### src/rtl/mult_div_unit.sv
// Iterative multiply/divide unit owning the HI/LO pair: WIDTH-cycle shift-add
// multiply and restoring divide. Define MDU_SINGLE_CYCLE_MULT_EN for a one-cycle registered mult.
module mult_div_unit #(
  parameter int WIDTH = 32
) (
  input  logic             clk,
  input  logic             reset,
  input  logic             start,
  input  logic [1:0]       op,
  input  logic [WIDTH-1:0] A,
  input  logic [WIDTH-1:0] B,
  input  logic             hi_wr,
  input  logic             lo_wr,
  input  logic [WIDTH-1:0] wdata,
  output logic             busy,
  output logic             done,
  output logic [WIDTH-1:0] hi,
  output logic [WIDTH-1:0] lo
);
  localparam int CW = $clog2(WIDTH);

  typedef enum logic [1:0] {IDLE, CALC, FINISH} state_t;

  state_t             state_q, state_d;
  logic [CW-1:0]      cnt_q, cnt_d;
  logic [2*WIDTH-1:0] acc_q, acc_d;
  logic [WIDTH-1:0]   a_q, a_d, b_q, b_d, hi_q, hi_d, lo_q, lo_d;
  logic [1:0]         op_q, op_d;
  logic               neg_p_q, neg_p_d, neg_r_q, neg_r_d, div0_q, div0_d, done_q, done_d;

  logic               sgn, div_ge;
  logic [WIDTH-1:0]   a_abs, b_abs, quo, rem;
  logic [WIDTH:0]     mul_sum, rem_sh;
  logic [WIDTH+1:0]   div_diff;
  logic [2*WIDTH-1:0] prod;

  always_comb begin
    sgn      = ~op[0];
    a_abs    = (sgn && A[WIDTH-1]) ? -A : A;
    b_abs    = (sgn && B[WIDTH-1]) ? -B : B;
    // Multiply: add multiplicand into the upper half, then shift the pair right.
    mul_sum  = {1'b0, acc_q[2*WIDTH-1:WIDTH]} + (b_q[0] ? {1'b0, a_q} : '0);
    // Divide: bring down the next dividend bit and try subtracting the divisor.
    rem_sh   = {acc_q[2*WIDTH-1:WIDTH], a_q[WIDTH-1]};
    div_diff = {1'b0, rem_sh} - {2'b00, b_q};
    div_ge   = ~div_diff[WIDTH+1];
    prod     = neg_p_q ? -acc_q : acc_q;
    quo      = acc_q[WIDTH-1:0];
    rem      = acc_q[2*WIDTH-1:WIDTH];
  end

  always_comb begin
    state_d = state_q;
    cnt_d   = cnt_q;
    acc_d   = acc_q;
    a_d     = a_q;
    b_d     = b_q;
    op_d    = op_q;
    neg_p_d = neg_p_q;
    neg_r_d = neg_r_q;
    div0_d  = div0_q;
    hi_d    = hi_q;
    lo_d    = lo_q;
    done_d  = 1'b0;
    case (state_q)
      IDLE: begin
        if (hi_wr) hi_d = wdata;
        if (lo_wr) lo_d = wdata;
        if (start) begin
          op_d    = op;
          a_d     = a_abs;
          b_d     = b_abs;
          neg_p_d = sgn & (A[WIDTH-1] ^ B[WIDTH-1]);
          neg_r_d = sgn & A[WIDTH-1];
          div0_d  = (B == '0);
          acc_d   = '0;
          cnt_d   = '0;
          state_d = CALC;
`ifdef MDU_SINGLE_CYCLE_MULT_EN
          if (!op[1]) begin
            acc_d   = {{WIDTH{1'b0}}, a_abs} * {{WIDTH{1'b0}}, b_abs};
            state_d = FINISH;
          end
`endif
        end
      end
      CALC: begin
        if (op_q[1]) begin
          acc_d = {div_ge ? div_diff[WIDTH-1:0] : rem_sh[WIDTH-1:0], acc_q[WIDTH-2:0], div_ge};
          a_d   = a_q << 1;
        end else begin
          acc_d = {mul_sum, acc_q[WIDTH-1:1]};
          b_d   = b_q >> 1;
        end
        cnt_d = cnt_q + 1'b1;
        if (cnt_q == CW'(WIDTH-1)) state_d = FINISH;
      end
      FINISH: begin
        if (op_q[1]) begin
          // Divide by zero bypasses sign fix-up so lo stays all ones.
          lo_d = div0_q ? '1 : (neg_p_q ? -quo : quo);
          hi_d = neg_r_q ? -rem : rem;
        end else begin
          hi_d = prod[2*WIDTH-1:WIDTH];
          lo_d = prod[WIDTH-1:0];
        end
        done_d  = 1'b1;
        state_d = IDLE;
      end
      default: state_d = IDLE;
    endcase
  end

  always_ff @(posedge clk or posedge reset) begin
    if (reset) begin
      state_q <= IDLE;
      cnt_q   <= '0;
      acc_q   <= '0;
      a_q     <= '0;
      b_q     <= '0;
      op_q    <= '0;
      neg_p_q <= 1'b0;
      neg_r_q <= 1'b0;
      div0_q  <= 1'b0;
      hi_q    <= '0;
      lo_q    <= '0;
      done_q  <= 1'b0;
    end else begin
      state_q <= state_d;
      cnt_q   <= cnt_d;
      acc_q   <= acc_d;
      a_q     <= a_d;
      b_q     <= b_d;
      op_q    <= op_d;
      neg_p_q <= neg_p_d;
      neg_r_q <= neg_r_d;
      div0_q  <= div0_d;
      hi_q    <= hi_d;
      lo_q    <= lo_d;
      done_q  <= done_d;
    end
  end

  assign busy = (state_q != IDLE);
  assign done = done_q;
  assign hi   = hi_q;
  assign lo   = lo_q;
endmodule

### config.mk
export PLATFORM = sky130hd
export DESIGN_NAME = mult_div_unit
export DESIGN_NICKNAME = d
export VERILOG_FILES = /design/src/rtl/mult_div_unit.sv
export SDC_FILE = /design/constraint.sdc
export NUM_CORES = 1
export LEC_CHECK = 0
export CAP_MARGIN = 10
export CORE_MARGIN = 4
export CORE_UTILIZATION = 58
export DETAILED_ROUTE_END_ITERATION = 7
export GPL_ROUTABILITY_DRIVEN = 0
export PLACE_DENSITY_LB_ADDON = 0.3
export SETUP_SLACK_MARGIN = 0.5
export SYNTH_ARGS = -nofsm -noshare
export SYNTH_HDL_FRONTEND = slang
export SYNTH_SLANG_ARGS = --single-unit
export TNS_END_PERCENT = 5
### constraint.sdc
create_clock -name clk -period 8.2 [get_ports clk]
set_clock_uncertainty 0.2 [all_clocks]
set_input_delay 1.23 -clock clk [delete_from_list [all_inputs] [get_ports clk]]
set_output_delay 1.23 -clock clk [all_outputs]
set_load 0.02 [all_outputs]
==> flow_summary.toml <==
[setup_path]
worst-path-stages = 14
r2r-end = "acc_q[57]"
r2r_slack_ps = 3850
worstPathMaxFanout = 34
critPathRequiredTime_ps = 8350
cp-end-kind = "flip-flop"
path_class = "reg2reg"
worstRegToRegCells = 14
critPathArrivalTime_ps = 4510
start_kind = "flip-flop"
cp_slowest_cell = "dfrtp_1"
path_delay_family = "compound AO/OA/AOI/OAI gates"
r2r_start = "b_q[0]"
crit_path_max_incr_delay_ps = 870
crit_chain = "and2_1, ha_1, inv_1, fa_1, nor2b_1, o31a_1, o21a_1, a2bb2oi_1, o31ai_1, a311o_1, a31oi_1, xnor2_1, a22oi_1, o21ai_0"
crit_buf_inv = 1

[timing]
setup_ws_ps = 3850
fmax_mhz = 230
finalHoldViolCount = 0
whs_ps = 277
fin_crit_sh = 0.531
worstMarginPinSlew_ps = 1120
max_slew_margin = 0.252
fin_setup_tns_ps = 0
setup_viol = 0
period_minus_slack_ps = 4350
maxSlewViolCount = 0
grt_setup_unrepaired = "no"

[die]
core.rowCount = 59
num_io_pins = 169
fp.dieH_um = 170
dieArea_mm2 = 0.0290
initial_core_util = 0.589
core_area_mm2 = 0.0260
die_w_um = 170

[placement]
place_area_mm2 = 0.0171
place_ws_ps = 3680
portBuffers = 168
placed_cells = 2281
hpwl_mm = 33.5

[synth]
synth-simple-area-share = 0.175
synth-main-ff-cell = "dfrtp_1"
ys_async_sr_fraction = 1.00
yosysMostFrequentCell = "o21ai_0"
syn_inst = 1877
synth_seq_cells = 204
synth_fa_ha_area_frac = 0.0607
synth_top_family_by_area = "compound AO/OA/AOI/OAI gates"
synth_xor_area_frac = 0.0951
synth-compound-area-share = 0.256
ys_seq_area_frac = 0.334
synthMuxAreaShare = 0.0358
yosysTopAreaCellShare = 0.334
synth_enable_flop_cells = 0
netlist_area_mm2 = 0.0153
ys_warn_count = 0
syn_area_per_cell_um2 = 8.15
synth_cell_types = 75
syn_nets = 2053
synth_common_cells = "o21ai_0 (241), dfrtp_1 (204), nand2_1 (184)"
synth_top_cell_by_area = "dfrtp_1"
netlist_top_cells_area = "dfrtp_1 (33%), o21ai_0 (7.9%), xnor2_1 (5.8%), ha_1 (5.8%), a21oi_1 (5.3%)"

[grt]
track_usage = 0.305
grt_pass1_vias = 14200
grt_overflow = 0
grt_start_max_net_pins = 130
antenna_found_initial = 0
grt_pass1_wl_mm = 71.9

[drt]
drtIter0Drc = 1821
routed-via-count = 14900
ant_nets = 0
via_per_inst = 6.42
drt_pre_antenna_iters = 6
avgRoutedWirePerCell_um = 19.8
wl_mm = 46.0
route.detailed.drc = 0

[clock_network]
clockRootBuffer = "clkbuf_16"
post_cts_buffers = 0
postCtsHoldBufs = 0
ctsResizeCount = 0
cts_tree = "done"
cts-buffers-inserted = 23
cts_buffer_depth = 3
clkLatencyLatePin_ps = 520
clock_sinks = 204
clkTransAtPathRegs_ps = 60
h-tree-depth = 1

[flow_run]
maxCapViolCount = 0

[power]
irDropWorstVdd_v = 0.000268
power_leakage_nw = 7.49
p_per_area_mw_per_mm2 = 451
power_mw = 8.03

[layout]
syn2layout_area_growth_pct = 16.5
antenna-diode-count = 0
seqCellArea_mm2 = 0.00511
utilization = 0.686
fin_nets = 2148
nFillCells = 2096
design_area_mm2 = 0.0178
final_cells = 2322
multi_input_area_mm2 = 0.00956
layout-drive-gt1-share = 0.0357

[min_path]
min_from = "lo[24]"
hold_class = "reg2reg"
whs_endpoint = "lo[24]"
min_path_cells = 2

[status]
outcome = "complete, no violations"
[final cells by class]
type,count,area share
clock buffers,36,0.0373
clock inverters,4,0.00133
multi-input cells,1498,0.536
flip-flops and latches,204,0.287
well taps,335,0.0235
inverters,62,0.0135
repair buffers,183,0.101
[power by group]
part / switching [mW] / internal [mW]
Sequential: 0.611 / 1.47
Clock: 0.414 / 0.554
Combinational: 2.92 / 2.07
Total: 3.94 / 4.09
[layer usage]
layer / vias up / wire length [um] / GRT usage
met4: 0 / 2720 / 0.155
met3: 165 / 3890 / 0.0479
met2: 678 / 21300 / 0.506
met1: 7063 / 18100 / 0.387
li1: 6999 / - / -
met5: - / 0 / 0
[placed cells by master (no fill, tap or decap), drive strengths merged, types with 47 or more instances in the layout]
| master | count |
|---|---|
| clkdlybuf4s50 | 168 |
| o22ai | 47 |
| xnor2 | 102 |
| xor2 | 64 |
| nand3 | 66 |
| dfrtp | 204 |
| inv | 63 |
| nor2 | 107 |
| mux2i | 52 |
| o21ai | 245 |
| nand2 | 184 |
| a21oi | 162 |
| ha | 71 |
[cells by family (layout without fill, tap and decap cells)]
group                    after synthesis  in the layout
AO/OA/AOI/OAI                        649            649
XOR/XNOR                             166            166
adder cells (fa/ha/maj)               73             73
buffers and inverters                175            285
flip-flops                           204            204
multiplexers                          54             54
AND/OR/NAND/NOR                      556            556
[state kept, by name, indices dropped and copies added, names as in the netlist]
name and count:
a_q 32, acc_q 64, b_q 32, cnt_q 5, div0_q 1, done 1
hi 32, lo 32, neg_p_q 1, neg_r_q 1, op_q 1, state_q 2
[tightest hold or removal path, cell delays in order (launching register included)]
cell	delay, ps
dfrtp_1	340
nand2_1	40
o21ai_0	60
[worst max path at each step]
stage	slack (ps)	endpoint	from
final	3850	acc_q[57]	b_q[0]
after global routing	3590	acc_q[57]	b_q[0]
after CTS	3930	acc_q[59]	b_q[0]
after detailed placement	3680	b_q[28]	B[6]
after global placement	3740	b_q[30]	B[8]
after floorplan	1200	a_q[0]	reset
(Power assumes the default switching activity.)
